--- src/rtl/fcpu_pkg.sv ---
// Shared AXI constants and state encodings for the UART bridge.
package fcpu_pkg;

  localparam logic [1:0] AXI_RESP_OKAY = 2'b00;

  typedef enum logic [1:0] {
    W_IDLE,
    W_DATA,
    W_LAST,
    W_RESP
  } wr_state_t;

  typedef enum logic [1:0] {
    R_IDLE,
    R_WAIT,
    R_RESP
  } rd_state_t;

endpackage

--- src/rtl/sync_byte_fifo.sv ---
// Single-clock byte FIFO with registered occupancy count.
// dout always shows the head entry; there is no bypass from din to dout.
module sync_byte_fifo #(
  parameter int DEPTH = 16
) (
  input  logic                     clk,
  input  logic                     nrst,
  input  logic                     push,
  input  logic [7:0]               din,
  input  logic                     pop,
  output logic [7:0]               dout,
  output logic                     full,
  output logic                     empty,
  output logic [$clog2(DEPTH):0]   count
);

  localparam int AW = $clog2(DEPTH);
  localparam logic [AW:0] FULL_CNT = (AW+1)'(DEPTH);

  logic [7:0]    r_mem [DEPTH];
  logic [AW-1:0] r_wr_ptr;
  logic [AW-1:0] r_rd_ptr;
  logic [AW:0]   r_count;
  logic          w_push;
  logic          w_pop;

  assign full   = (r_count == FULL_CNT);
  assign empty  = (r_count == '0);
  assign count  = r_count;
  assign dout   = r_mem[r_rd_ptr];
  assign w_push = push && !full;
  assign w_pop  = pop && !empty;

  // Storage array; contents need no reset since count gates visibility.
  always_ff @(posedge clk) begin
    if (w_push) r_mem[r_wr_ptr] <= din;
  end

  // Pointers wrap naturally at the power-of-2 depth; count tracks push/pop.
  always_ff @(posedge clk or negedge nrst) begin
    if (!nrst) begin
      r_wr_ptr <= '0;
      r_rd_ptr <= '0;
      r_count  <= '0;
    end else begin
      if (w_push) r_wr_ptr <= r_wr_ptr + 1'b1;
      if (w_pop)  r_rd_ptr <= r_rd_ptr + 1'b1;
      case ({w_push, w_pop})
        2'b10:   r_count <= r_count + 1'b1;
        2'b01:   r_count <= r_count - 1'b1;
        default: r_count <= r_count;
      endcase
    end
  end

endmodule

--- src/rtl/io_axi_uart_bridge.sv ---
// AXI4 slave bridging the CPU io port to the UART byte streams.
// Writes: one TX byte per W beat, B after the final byte leaves.
// Reads: single-beat, each pops one byte from the RX FIFO.
module io_axi_uart_bridge #(
  parameter int ID_W     = 4,
  parameter int RX_DEPTH = 16
) (
  input  logic                        clk,
  input  logic                        nrst,
  input  logic [ID_W-1:0]             io_awid,
  input  logic                        io_awvalid,
  output logic                        io_awready,
  input  logic [7:0]                  io_wdata,
  input  logic                        io_wlast,
  input  logic                        io_wvalid,
  output logic                        io_wready,
  output logic [ID_W-1:0]             io_bid,
  output logic [1:0]                  io_bresp,
  output logic                        io_bvalid,
  input  logic                        io_bready,
  input  logic [ID_W-1:0]             io_arid,
  input  logic                        io_arvalid,
  output logic                        io_arready,
  output logic [ID_W-1:0]             io_rid,
  output logic [7:0]                  io_rdata,
  output logic [1:0]                  io_rresp,
  output logic                        io_rlast,
  output logic                        io_rvalid,
  input  logic                        io_rready,
  output logic [7:0]                  tx_data,
  output logic                        tx_valid,
  input  logic                        tx_ready,
  input  logic [7:0]                  rx_data,
  input  logic                        rx_valid,
  output logic                        rx_ready,
  output logic [$clog2(RX_DEPTH):0]   rx_count
);

  import fcpu_pkg::*;

  wr_state_t       r_wr_state, w_wr_next;
  rd_state_t       r_rd_state, w_rd_next;
  logic [ID_W-1:0] r_bid;
  logic [ID_W-1:0] r_rid;
  logic [7:0]      r_tx_data;
  logic            r_tx_valid;
  logic [7:0]      r_rdata;
  logic            w_awready, w_wready, w_bvalid;
  logic            w_arready, w_rvalid;
  logic            w_w_hs, w_tx_hs;
  logic            w_fifo_pop, w_fifo_full, w_fifo_empty;
  logic [7:0]      w_fifo_dout;

  assign w_w_hs  = io_wvalid && w_wready;
  assign w_tx_hs = r_tx_valid && tx_ready;

  // Write FSM next state and handshake outputs.
  always_comb begin
    w_wr_next = r_wr_state;
    w_awready = 1'b0;
    w_wready  = 1'b0;
    w_bvalid  = 1'b0;
    case (r_wr_state)
      W_IDLE: begin
        w_awready = 1'b1;
        if (io_awvalid) w_wr_next = W_DATA;
      end
      W_DATA: begin
        w_wready = !r_tx_valid;
        if (io_wvalid && !r_tx_valid && io_wlast) w_wr_next = W_LAST;
      end
      W_LAST: begin
        if (w_tx_hs) w_wr_next = W_RESP;
      end
      W_RESP: begin
        w_bvalid = 1'b1;
        if (io_bready) w_wr_next = W_IDLE;
      end
    endcase
  end

  // Write state, captured ID and the TX output register.
  always_ff @(posedge clk or negedge nrst) begin
    if (!nrst) begin
      r_wr_state <= W_IDLE;
      r_bid      <= '0;
      r_tx_data  <= '0;
      r_tx_valid <= 1'b0;
    end else begin
      r_wr_state <= w_wr_next;
      if (io_awvalid && w_awready) r_bid <= io_awid;
      if (w_w_hs) begin
        r_tx_data  <= io_wdata;
        r_tx_valid <= 1'b1;
      end else if (w_tx_hs) begin
        r_tx_valid <= 1'b0;
      end
    end
  end

  // Read FSM next state and handshake outputs; pop only while waiting.
  always_comb begin
    w_rd_next  = r_rd_state;
    w_arready  = 1'b0;
    w_rvalid   = 1'b0;
    w_fifo_pop = 1'b0;
    case (r_rd_state)
      R_IDLE: begin
        w_arready = 1'b1;
        if (io_arvalid) w_rd_next = R_WAIT;
      end
      R_WAIT: begin
        if (!w_fifo_empty) begin
          w_fifo_pop = 1'b1;
          w_rd_next  = R_RESP;
        end
      end
      R_RESP: begin
        w_rvalid = 1'b1;
        if (io_rready) w_rd_next = R_IDLE;
      end
      default: w_rd_next = R_IDLE;
    endcase
  end

  // Read state, captured ID and the registered read data.
  always_ff @(posedge clk or negedge nrst) begin
    if (!nrst) begin
      r_rd_state <= R_IDLE;
      r_rid      <= '0;
      r_rdata    <= '0;
    end else begin
      r_rd_state <= w_rd_next;
      if (io_arvalid && w_arready) r_rid <= io_arid;
      if (w_fifo_pop) r_rdata <= w_fifo_dout;
    end
  end

  sync_byte_fifo #(.DEPTH(RX_DEPTH)) u_rx_fifo (
    .clk   (clk),
    .nrst  (nrst),
    .push  (rx_valid && rx_ready),
    .din   (rx_data),
    .pop   (w_fifo_pop),
    .dout  (w_fifo_dout),
    .full  (w_fifo_full),
    .empty (w_fifo_empty),
    .count (rx_count)
  );

  assign io_awready = w_awready;
  assign io_wready  = w_wready;
  assign io_bvalid  = w_bvalid;
  assign io_bid     = r_bid;
  assign io_bresp   = AXI_RESP_OKAY;
  assign io_arready = w_arready;
  assign io_rvalid  = w_rvalid;
  assign io_rid     = r_rid;
  assign io_rdata   = r_rdata;
  assign io_rresp   = AXI_RESP_OKAY;
  assign io_rlast   = 1'b1;
  assign tx_data    = r_tx_data;
  assign tx_valid   = r_tx_valid;
  assign rx_ready   = !w_fifo_full;

endmodule

--- config.mk ---
export PLATFORM = sky130hd
export DESIGN_NAME = io_axi_uart_bridge
export DESIGN_NICKNAME = d
export VERILOG_FILES = /design/src/rtl/fcpu_pkg.sv /design/src/rtl/sync_byte_fifo.sv /design/src/rtl/io_axi_uart_bridge.sv
export SDC_FILE = /design/constraint.sdc
export NUM_CORES = 1
export LEC_CHECK = 0
export ABC_CLOCK_PERIOD_IN_PS = 3500
export CORE_ASPECT_RATIO = 0.7
export CORE_UTILIZATION = 40
export CTS_BUF_LIST = sky130_fd_sc_hd__clkbuf_2
export DETAILED_ROUTE_END_ITERATION = 10
export GPL_ROUTABILITY_DRIVEN = 0
export PLACE_DENSITY = 0.62
export RECOVER_POWER = 50
export SLEW_MARGIN = 10
export SYNTH_ARGS = -nofsm -noshare
export SYNTH_HDL_FRONTEND = slang
export SYNTH_SLANG_ARGS = --single-unit
--- constraint.sdc ---
create_clock -name clk -period 3.5 [get_ports clk]
set_input_delay 0.7 -clock clk [delete_from_list [all_inputs] [get_ports clk]]
set_output_delay 0.7 -clock clk [all_outputs]
set_load 0.02 [all_outputs]
; ---- Word level (Yosys, flattened, before mapping)
; Memories as Yosys holds them, arrays and structs flattened. A register that Yosys moved wholly into a read port is not among the register bits.
; Cells that the tools add are included.
; W data, S select, Z words.
[word_totals]
register_bits = 34
mem_bits_rw = 128
input_bits = 34
output_inout_bits = 41
wordCells = 70
n_memories = 1
[memory_table]
columns = memory, words, width, rd, rd_ports_with_merged_regs, write_ports, line_no
row1 = u_rx_fifo.r_mem, 16, 8, 1, 1, 1, sync_byte_fifo.sv:20  ; logic [7:0] r_mem [DEPTH];
[op_classes]
n_addsub = 4
eq_ne = 15
mux = 21
reduce_logical = 20
[ops]
columns = operator, n
row1 = $mux W2, 7
row2 = $ne A2 B2 Y1 const B, 7
row3 = $mux W1, 11
row4 = $pmux W5 S2, 1
row5 = $logic_and A1 B1 Y1, 9
row6 = $add A4 B1 Y4 const B, 2
row7 = $eq A2 B2 Y1 const B, 4
row8 = $pmux W2 S4, 1
row9 = $eq A2 B1 Y1 const B, 3
row10 = $pmux W2 S3, 1
row11 = $add A5 B1 Y5 const B, 1
row12 = $eq A5 B5 Y1 const B, 1
row13 = $logic_not A5 Y1, 1
row14 = $sub A5 B1 Y5 const B, 1
row15 = $logic_not A1 Y1, 4
row16 = $logic_not A2 Y1, 2
row17 = $reduce_and A4 Y1, 1
row18 = $reduce_bool A2 Y1, 2
row19 = $reduce_and A3 Y1, 1

; ---- Longest topological paths before layout
; Gate-level depths: netlist of the first run.
[depth]
word_depth = 6
mapped_depth = 13
depth_no_buf = 10

; ---- Hierarchy
; Synthesis of the first run repeated with hierarchy kept, for this count alone.
[unflattened]
hier_cells = 422
hier_area_um2 = 7056.8
[modules_own_cells]
columns = mod, instances, cells_each, area_per_inst_um2, seq_area_each_um2
row1 = sync_byte_fifo, 1, 332, 5779.3, 4169.0
row2 = io_axi_uart_bridge, 1, 90, 1277.5, 725.7

; ---- Worst setup path after synthesis of the first run
; Ideal clock, no wire load.
[synth_path]
kind = flip-flop to flip-flop
startpoint = reg u_rx_fifo.r_count[1], in the netlist u_rx_fifo.count[1]
endpoint = reg u_rx_fifo.r_count[4], in the netlist u_rx_fifo.count[4]
setup_time_ns = 0.081
arrival_ns = 2.896
t_required_ns = 3.419
slack_ns = 0.523
path_stages_with_launch = 13
path_buffers = 2
synth_period_minus_slack_ns = 2.977
cell_sequence = dfrtp_1 -> buf_2 -> nor4_2 -> a21boi_1 -> inv_1 -> ha_1 -> clkbuf_1 -> xor2_1 -> ha_1 -> a21boi_0 -> o32ai_1 -> nor4b_1 -> xnor2_1
[synth_via]
elab_chain_len = 6
elab_cells_between_ends = 15
cone_classes = add/sub: 2 / eq/ne: 3 / mux: 3 / reduce/logical: 7
[synth_lines]
columns = element, line_no
row1 = from (decl), sync_byte_fifo.sv:23  ; logic [AW:0] r_count;
row2 = from (signal assigned), sync_byte_fifo.sv:49  ; 2'b10: r_count <= r_count + 1'b1;
row3 = from (signal assigned), sync_byte_fifo.sv:50  ; 2'b01: r_count <= r_count - 1'b1;
row4 = from (signal assigned), sync_byte_fifo.sv:51  ; default: r_count <= r_count;
row5 = $logic_not A5 Y1 or $eq A5 B5 Y1 (tied branches), "sync_byte_fifo.sv:28, sync_byte_fifo.sv:27"
row6 = $mux W1 or $logic_not A1 Y1 (tied branches), "io_axi_uart_bridge.sv:113, sync_byte_fifo.sv:31, io_axi_uart_bridge.sv:164"
row7 = $mux W1 or $logic_and A1 B1 Y1 (tied branches), "io_axi_uart_bridge.sv:107, io_axi_uart_bridge.sv:142"
row8 = "$logic_and A1 B1 Y1, on equally long branches", "sync_byte_fifo.sv:32, sync_byte_fifo.sv:31"
row9 = $eq A2 B1 Y1 or $eq A2 B2 Y1 (tied branches), sync_byte_fifo.sv:48  ; case ({w_push, w_pop})
row10 = $pmux W5 S2 or $reduce_bool A2 Y1 (tied branches), -
; Parallel ways exist; a longest one is shown, timed or not.
; A chain may end at the register's enable or synchronous reset.

; ---- Worst setup path in the final report of the first run
[layout_path]
startpoint = reg u_rx_fifo.r_count[1], in the netlist u_rx_fifo.count[1]
endpoint = out rx_ready
[layout_via]
elab_chain_len = 2
[layout_lines]
columns = element, line_no
row1 = $eq A5 B5 Y1, sync_byte_fifo.sv:27  ; assign full = (r_count == FULL_CNT);
row2 = $logic_not A1 Y1, io_axi_uart_bridge.sv:164  ; assign rx_ready = !w_fifo_full;
row3 = to (decl), io_axi_uart_bridge.sv:35  ; output logic rx_ready,
; No other way between the ends.

==> metrics.txt, run 1 <==
status finished, violations left; violated checks capacitance limit, slew limit; Fin Clk Skew 21.49 ps; TritonCTS sink count 170; crit path from u_rx_fifo.count[1]; max capacitance violation total 1; Avg WL per Cell 18.31 um; utilization after layout 48.09%; initial detailed-routing violation count 339; RSZ-0062 raised after global routing no; Worst Reg-to-Reg Cells 10; sequential fraction of the synthesis area 69.34%; HPWL after DPL 9135 um; commonest cells after routing, fill and taps aside edfxtp_1, clkdlybuf4s50_1, dfrtp_1, mux4_2, buf_4; Post-CTS Setup Bufs 0; Initial DRT Pass Iterations 4; via count 3675; die height 113.1 um; Cell Pwr Density 772.5 nW/um2; R2R setup slack 520 ps; H-tree lvl count 4; hold buffer count at CTS 0; most common cell after layout, fill and taps aside edfxtp_1; final wirelength 13420 um; row count 40; fin nets 536; total global routing overflow 0; final instance area 8279 um2; Post-synth EDFFs 128; CP Capture Point rx_ready; average size of a mapped cell 17.65 um2; Clock Latency Late Sink 710 ps; worst slew pin tran 2367 ps; CP Max Fanout 9; final hold vios 0; f_max 0.3336 GHz; vias in the first global route 3798; share of cells above drive strength 1 19.52%; Synth Instances 400; CP Launch Type flip-flop; leakage 2.971 nW; fill count 1460; TritonCTS Buffers 17; #FFs+latches synth 170; cts repair resizes 0; CTS root buf clkbuf_2; WP data required 2800 ps; Hold WS 497.0 ps; Reg clk slew, reported paths 230 ps; port bufs 69; worst reg2reg endpoint u_rx_fifo.count[4]; placed cell areas 8059 um2; total track usage 15.60%; ANT cells 0; crit path capture type primary output; Core Area 17220 um2; antenna-violating nets left 0; total negative slack 0 ps; P&R area growth vs syn 17.28%; number of remaining DRC errors 0; final setup fails 0; largest net degree at the start of global routing 43; worst setup path class reg2out; Tmin final 2998 ps; Synth cell types 45; Final Max Slew Viols 43; largest buffer count on any clock path 2; CTS tree built; worst reg2reg startpoint u_rx_fifo.count[1]; via/cell ratio 5.014; Mapped Area 7059 um2; Final period util 85.65%; yosys warns 0; Post-synth ARST share 24.71%; Placed Cells 701; fin cells 733; first-pass GRT wire length 21130 um; Initial Utilization 41.00%; Worst slew margin -57.81%; Hold WC Path Type reg2reg; Worst VDD drop 348.9 uV; Top Ports 75; prevailing post-synth register cell edfxtp_1; area of the die 18190 um2; die width 160.8 um; initial antenna violation count 0; CP arrival 2300 ps
[power by group]
part           internal, mW  leakage, nW  switching, mW  total [mW]
Combinational          1.29         1.17           1.13        2.43
Clock                 0.275        0.136          0.725       0.999
Sequential             2.56         1.66          0.405        2.97
Total                  4.13         2.97           2.26        6.40
[flip-flops by register name (all words and copies together), names as in the netlist, 2 cells and up]
name / flops
u_rx_fifo.r_mem: 128
io_rdata: 8
tx_data: 8
u_rx_fifo.count: 5
io_bid: 4
io_rid: 4
u_rx_fifo.r_rd_ptr: 4
u_rx_fifo.r_wr_ptr: 4
r_rd_state: 2
r_wr_state: 2
[kinds of logic (layout without fill, tap and decap cells)]
| kind of cell | after synthesis | in the layout | share of synthesized area, % |
|---|---|---|---|
| and+or+nand+nor | 65 | 65 | 4.839 |
| DFF | 170 | 170 | 69.34 |
| buffers and inverters | 38 | 137 | 3.013 |
| other | 2 | 5 | 0.1064 |
| xor gates and xnor gates | 11 | 11 | 1.365 |
| muxes | 59 | 59 | 14.78 |
| adders and majority gates | 13 | 13 | 2.304 |
| AOI/OAI and AO/OA | 42 | 42 | 4.254 |
[routing by layer]
| metal | global-route usage [%] | up-vias | routed length (um) |
|---|---|---|---|
| li1 | - | 1711 | - |
| met1 | 22.77 | 1833 | 6497 |
| met2 | 23.12 | 119 | 5933 |
| met3 | 3.702 | 12 | 867 |
| met4 | 4.906 | 0 | 120 |
| met5 | 0 | - | 0 |
[worst min path at each step]
stage | from | endpoint | slack, ps | cells past startpoint
floorplan | nrst | io_bid[0] | 400 | 0
global placement | r_rd_state[1] | r_rd_state[0] | 470 | 1
detailed placement | r_rd_state[1] | r_rd_state[0] | 480 | 1
CTS | nrst | u_rx_fifo.count[0] | 120 | 1
global route | io_rready | r_rd_state[1] | 490 | 2
finish | r_rd_state[1] | r_rd_state[0] | 500 | 1
[layout make-up]
class                      count  area [um2]  share of cell area, %
clock buffer                  17       85.08                  1.028
timing repair buffer          93       860.8                  10.40
sequential                   170        4896                  59.14
clock inverter                15       140.1                  1.693
tap                          231       289.0                  3.491
inverter                      12       45.04                 0.5441
multi-input combinational    195        1963                  23.71
[cells in the mapped netlist, types with 2 or more instances]
library cell	instances	area share, %
edfxtp_1	128	54
dfrtp_1	42	15
mux4_2	24	7.7
mux2_2	18	2.9
nor2_1	16	0.85
nand2_1	15	0.80
ha_1	13	2.3
a21oi_1	11	0.78
inv_1	11	0.58
nor2b_1	11	0.97
mux2i_1	9	1.3
a211o_1	8	0.99
a22o_1	8	0.99
mux4_1	8	3.0
xnor2_1	8	0.99
buf_2	7	0.50
buf_4	7	0.74
nand2b_1	6	0.53
clkbuf_1	5	0.27
nor3_1	5	0.35
buf_1	3	0.16
o21ai_0	3	0.21
o21ai_1	3	0.21
xor2_1	3	0.37
a21boi_0	2	0.21
buf_6	2	0.32
conb_1	2	0.11
nand4_1	2	0.18
nor3b_1	2	0.21
nor4b_1	2	0.25
o32ai_1	2	0.25
[stage by stage]
step,worst slack (ps),power [mW]
finish,502.2,6.396
global route,159.5,6.771
CTS,428.0,6.472
detailed placement,355.8,5.478
global placement,419.4,5.422
floorplan,523.2,4.604
[worst max-delay path, stage by stage (launching register included)]
cell and delay (ps):
dfrtp_1 530, nor4_2 430, nand2_1 100, clkdlybuf4s50_1 540
No activity file was read; power rests on OpenSTA's default activity.
==> run 2: changes to the inputs <==
- CORE_MARGIN: not set -> 5
==> run 2 against run 1 <==
Critical path depth increased by 7. Register-to-register slack got worse by 90 ps. Clock power increased by 4%. Clock-buffer cell count increased by 3. The flow still finishes with violations (capacitance limit, slew limit). First-iteration DRC count is 20% higher. Global-route usage down 1.3 points. Sequential share of layout area about the same. Clock skew increased by 30 ps. Worst hold slack gained 28 ps. Worst setup slack lost 68 ps. Sequential power hardly changed. Maximum frequency down 2.2%.
==> metrics.txt, run 2 (same netlist as run 1, synthesis figures left out) <==
status finished, violations left (unchanged); violated checks capacitance limit, slew limit (unchanged); Crit path max-delay family simple AND/OR/NAND/NOR gates (was buffers and inverters); final wirelength 13910 um (was 13420 um); Worst VDD drop 351.3 uV (was 348.9 uV); P&R area growth vs syn 17.26% (was 17.28%); via/cell ratio 5.142 (was 5.014); fin cells 731 (was 733); worst-path cell chain nor4_2, a21boi_1, inv_1, ha_1, xor2_1, ha_1, a21boi_0, o32ai_1, nor4b_1, xnor2_1 (was nor4_2, nand2_1, clkdlybuf4s50_1); Reg with most FFs u_rx_fifo.r_mem (unchanged); Hold WS 525.1 ps (was 497.0 ps); busiest grt layer met2 (unchanged); max incr delay on CP 550 ps (was 540 ps); H-tree lvl count 4 (unchanged); TritonCTS sink count 170 (unchanged); total global routing overflow 0 (unchanged); commonest cells after routing, fill and taps aside edfxtp_1, clkdlybuf4s50_1, dfrtp_1, mux4_2, buf_4 (unchanged); Fin Clk Skew 51.05 ps (was 21.49 ps); Cell Pwr Density 776.0 nW/um2 (was 772.5 nW/um2); row count 40 (unchanged); antenna-violating nets left 0 (unchanged); hold buffer count at CTS 0 (unchanged); placed cell areas 8044 um2 (was 8059 um2); utilization after layout 47.94% (was 48.09%); HPWL after DPL 9313 um (was 9135 um); final hold vios 0 (unchanged); final instance area 8278 um2 (was 8279 um2); TritonCTS Buffers 17 (unchanged); met2 Usage GRT 22.25% (was 23.12%); WP data required 4120 ps (was 2800 ps); crit path capture type flip-flop (was primary output); fin nets 534 (was 536); number of remaining DRC errors 0 (unchanged); Initial DRT Pass Iterations 4 (unchanged); CTS root buf clkbuf_2 (unchanged); Hold WC Path Type reg2reg (unchanged); CP Max Fanout 13 (was 9); max FFs per register 128 (unchanged); Core Area 17270 um2 (was 17220 um2); total track usage 14.27% (was 15.60%); most common cell after layout, fill and taps aside edfxtp_1 (unchanged); total negative slack 0 ps (unchanged); CP Launch Type flip-flop (unchanged); Top Ports 75 (unchanged); first-pass GRT wire length 22340 um (was 21130 um); Final Max Slew Viols 43 (unchanged); Post-CTS Setup Bufs 0 (unchanged); port bufs 69 (unchanged); Slowest-stage cell, CP dfrtp_1 (was clkdlybuf4s50_1); WP depth 10 (was 3); final setup fails 0 (unchanged); Final period util 87.58% (was 85.65%); leakage 2.966 nW (was 2.971 nW); Avg WL per Cell 19.03 um (was 18.31 um); initial antenna violation count 0 (unchanged); Worst slew margin -58.01% (was -57.81%); area of the die 20450 um2 (was 18190 um2); Top cell by count, worst path ha_1; CTS tree built (unchanged); M3 GR Usage 3.419% (was 3.702%); Placed Cells 699 (was 701); cts repair resizes 0 (unchanged); Reg clk slew, reported paths 230 ps (about the same); CP arrival 3690 ps (was 2300 ps); Tmin final 3065 ps (was 2998 ps); via count 3759 (was 3675); Initial Utilization 40.88% (was 41.00%); RSZ-0062 raised after global routing no (unchanged); largest net degree at the start of global routing 43 (unchanged); die width 168.8 um (was 160.8 um); f_max 0.3262 GHz (was 0.3336 GHz); share of cells above drive strength 1 19.40% (was 19.52%); worst slew pin tran 2370 ps (was 2367 ps); largest buffer count on any clock path 2 (unchanged); Worst Reg-to-Reg Cells 10 (unchanged); Setup WS post-layout 434.7 ps (was 502.2 ps); Final Power 6.424 mW (was 6.396 mW); vias in the first global route 4037 (was 3798); initial detailed-routing violation count 407 (was 339); max capacitance violation total 1 (unchanged); M1 GR Usage 20.16% (was 22.77%); Setup WS pre-CTS 302.6 ps (was 355.8 ps); Clock Latency Late Sink 700 ps (was 710 ps); ANT cells 0 (unchanged); worst setup path class reg2reg (was reg2out); die height 121.1 um (was 113.1 um); Critical path buffers and inverters 1 (unchanged); fill count 1506 (was 1460); hold depth 1 (unchanged)
run 2: cell count changes in the layout (fill, tap and decap cells not counted), moves of 2 or more:
cell / delta
clkinv_1: -2
clkinvlp_4: +2
inv_8: -3
buf_4: -2
clkbuf_2: +3
run 2: routing by layer:
metal	up-vias	part of all wire, %
met5	-	0
met4	0	0.71
met3	10	7.7
met2	115	45
met1	1926	46
li1	1708	-
run 2: area by class of cell:
type | instances | area, um2 | area share, %
Multi-Input combinational cell | 195 | 1963 | 23.72
Inverter | 12 | 45.04 | 0.5441
Timing Repair Buffer | 91 | 845.8 | 10.22
Sequential cell | 170 | 4896 | 59.14
Tap cell | 231 | 289.0 | 3.492
Clock buffer | 20 | 100.1 | 1.209
Clock inverter | 12 | 138.9 | 1.678
run 2: worst reg2reg max path: stages, from the launching register on:
cell	delay [ps]
dfrtp_1	550
nor4_2	480
a21boi_1	180
inv_1	110
ha_1	420
xor2_1	190
ha_1	230
a21boi_0	200
o32ai_1	110
nor4b_1	410
xnor2_1	160
run 2: worst paths after layout:
path | start | endpoint | slack (ps)
max | u_rx_fifo.count[1] | u_rx_fifo.count[4] | 430
max in group asynchronous | nrst | u_rx_fifo.r_rd_ptr[0] | 1330
min in group asynchronous | nrst | tx_data[5] | 700
max reg2reg | u_rx_fifo.count[1] | u_rx_fifo.count[4] | 430
min reg2reg | r_rd_state[1] | r_rd_state[0] | 530
min | r_rd_state[1] | r_rd_state[0] | 530
run 2: power by group:
| part | internal [mW] | total, mW | switching (mW) |
|---|---|---|---|
| combinational | 1.28 | 2.44 | 1.16 |
| sequential | 2.57 | 2.94 | 0.376 |
| clock | 0.345 | 1.04 | 0.695 |
| total | 4.19 | 6.42 | 2.23 |
==> run 3: changes to the inputs <==
- ABC_CLOCK_PERIOD_IN_PS: 3500 -> 2900
- SLEW_MARGIN: 10 -> 20
- clock period: 3.5 -> 2.9 ns (I/O delays scaled with it)
==> run 3 against run 2 <==
The flow now finishes without violations. Sequential power rose by 20%. Worst hold slack got worse by 110 ps. Largest power group unchanged. Routed wire length rose by 6.0%. Sequential cell count did not move. Clock power rose by 11%. Total power rose by 22%. Cell count rose by 2.1%. Critical endpoint is now io_awready. Non-clock buffer count rose by 16. Global-route usage rose by 0.65 points. Largest cell class unchanged. Clock-buffer cell count fell by 3. Highest routed layer unchanged. Critical path depth fell by 7.
==> metrics.txt, run 3 (same netlist as run 1, synthesis figures left out) <==
status finished, final reports clean (was finished, violations left); die height 121.1 um (unchanged); Clock Latency Late Sink 690 ps (was 700 ps); CTS tree built (unchanged); Hold WC Path Type in2reg (was reg2reg); max FFs per register 128 (unchanged); number of remaining DRC errors 0 (unchanged); CP Max Fanout 4 (was 13); initial antenna violation count 0 (unchanged); fill count 1485 (was 1506); ANT cells 0 (unchanged); worst setup path class reg2out (was reg2reg); Tmin final 2695 ps; total negative slack 0 ps (unchanged); Initial Utilization 40.88% (unchanged); Hold Startpoint io_rready (was r_rd_state[1]); Fin Clk Skew 36.67 ps (was 51.05 ps); total global routing overflow 0 (unchanged); worst slew pin tran 1075 ps (was 2370 ps); final setup fails 0 (unchanged); most common cell after layout, fill and taps aside edfxtp_1 (unchanged); Final Power 7.868 mW (was 6.424 mW); commonest cells after routing, fill and taps aside edfxtp_1, clkdlybuf4s50_1, dfrtp_1, buf_4, mux4_2 (was edfxtp_1, clkdlybuf4s50_1, dfrtp_1, mux4_2, buf_4); H-tree lvl count 4 (unchanged); largest buffer count on any clock path 2 (unchanged); TritonCTS Buffers 17 (unchanged); Worst slew margin 28.34% (was -58.01%); worst reg2reg endpoint u_rx_fifo.count[4] (unchanged); R2R setup slack 280 ps (was 430 ps); Reg with most FFs u_rx_fifo.r_mem (unchanged); utilization after layout 48.67% (was 47.94%); Worst Reg-to-Reg Cells 10 (unchanged); max incr delay on CP 630 ps (was 550 ps); final wirelength 14750 um (was 13910 um); row count 40 (unchanged); port bufs 69 (unchanged); fin nets 550 (was 534); WP data required 2320 ps (was 4120 ps); worst reg2reg startpoint u_rx_fifo.count[0] (was u_rx_fifo.count[1]); antenna-violating nets left 0 (unchanged); total track usage 14.93% (was 14.27%); vias in the first global route 3984 (was 4037); Worst VDD drop 458.0 uV (was 351.3 uV); initial detailed-routing violation count 324 (was 407); Reg clk slew, reported paths 260 ps (was 230 ps); Core Area 17270 um2 (unchanged); via count 3850 (was 3759); Setup WS pre-CTS -184.3 ps (was 302.6 ps); Slowest-stage cell, CP clkdlybuf4s50_1 (was dfrtp_1); area of the die 20450 um2 (unchanged); Setup WS post-layout 205.0 ps (was 434.7 ps); CP arrival 2120 ps (was 3690 ps); HPWL after DPL 10060 um (was 9313 um); final hold vios 0 (unchanged); Final period util 92.93%; Top Ports 75 (unchanged); Initial DRT Pass Iterations 4 (unchanged); Hold EP r_rd_state[1] (was r_rd_state[0]); TritonCTS sink count 170 (unchanged); f_max 0.3711 GHz; RSZ-0062 raised after global routing no (unchanged); hold depth 2 (was 1); worst-path cell chain inv_1, ha_1, clkdlybuf4s50_1 (was nor4_2, a21boi_1, inv_1, ha_1, xor2_1, ha_1, a21boi_0, o32ai_1, nor4b_1, xnor2_1); crit path capture type primary output (was flip-flop); share of cells above drive strength 1 21.94% (was 19.40%); Crit path max-delay family buffers and inverters (was simple AND/OR/NAND/NOR gates); Critical path buffers and inverters 2 (was 1); max capacitance violation total 0 (was 1); CP Launch Type flip-flop (unchanged); largest net degree at the start of global routing 43 (unchanged); CTS root buf clkbuf_2 (unchanged); leakage 3.039 nW (was 2.966 nW); Avg WL per Cell 19.77 um (was 19.03 um); via/cell ratio 5.161 (was 5.142); first-pass GRT wire length 23000 um (was 22340 um); Final Max Slew Viols 0 (was 43); Cell Pwr Density 936.2 nW/um2 (was 776.0 nW/um2); die width 168.8 um (unchanged); P&R area growth vs syn 19.05% (was 17.26%)
==> run 3: worst max-delay path by stage <==
stage,slack [ps],startpoint,depth (start not counted),to
after floorplan,40,u_rx_fifo.count[1],13,u_rx_fifo.count[4]
after global placement,70,rx_valid,10,u_rx_fifo.count[4]
after detailed placement,-180,rx_valid,10,u_rx_fifo.count[4]
after CTS,8,u_rx_fifo.count[0],3,rx_ready
after global routing,7,r_wr_state[0],3,io_awready
final,200,r_wr_state[0],3,io_awready
==> run 3: cell type report <==
type / instances / area, um2 / area share, %
inverter: 12 / 45.04 / 0.5360
sequential: 170 / 4897 / 58.27
tap: 231 / 289.0 / 3.439
timing repair buffer: 107 / 973.4 / 11.58
clock buffer: 17 / 85.08 / 1.012
multi-input combinational: 195 / 1978 / 23.54
clock inverter: 14 / 136.4 / 1.623
==> run 3: worst reg2reg max path, delay by kind of cell, from the launching register on <==
| family | cells | cell delay [ps] |
|---|---|---|
| adder cells (fa/ha/maj) | 2 | 470 |
| AND/OR/NAND/NOR | 2 | 620 |
| flip-flops | 1 | 490 |
| XOR/XNOR | 2 | 360 |
| buffers and inverters | 1 | 100 |
| AO/OA/AOI/OAI | 3 | 540 |
==> run 3: metal layers <==
| metal | GRT usage [%] | vias up | share of wire [%] |
|---|---|---|---|
| li1 | - | 1745 | - |
| met1 | 22.02 | 1967 | 47 |
| met2 | 22.25 | 127 | 44 |
| met3 | 3.712 | 11 | 7.9 |
| met4 | 3.801 | 0 | 1.1 |
| met5 | 0 | - | 0 |
==> run 3: timing repair <==
| item | in CTS | in global routing |
|---|---|---|
| endpoints found under the hold margin | 42 | 0 |
| hold buffers | 1 | 0 |
| buffers inserted | 0 | 3 |
| pin swaps | 0 | 2 |
| setup endpoints to repair | 3 | 2 |
| gates resized for setup | 2 | 2 |
==> run 3: metrics by stage <==
stage,cells,hold WS (ps),cell area [um2]
5_1_grt,746,370.6,8404
4_1_cts,743,349.9,8387
3_5_place_dp,711,486.2,8155
6_report,746,415.4,8404
2_1_floorplan,403,284.4,7081
3_3_place_gp,711,468.2,8155
==> run 3: power by group <==
group	total (mW)	leakage (nW)	switching, mW	internal (mW)
Sequential	3.52	1.66	0.422	3.10
Combinational	3.20	1.25	1.54	1.66
Clock	1.15	0.128	0.888	0.262
Total	7.87	3.04	2.85	5.02
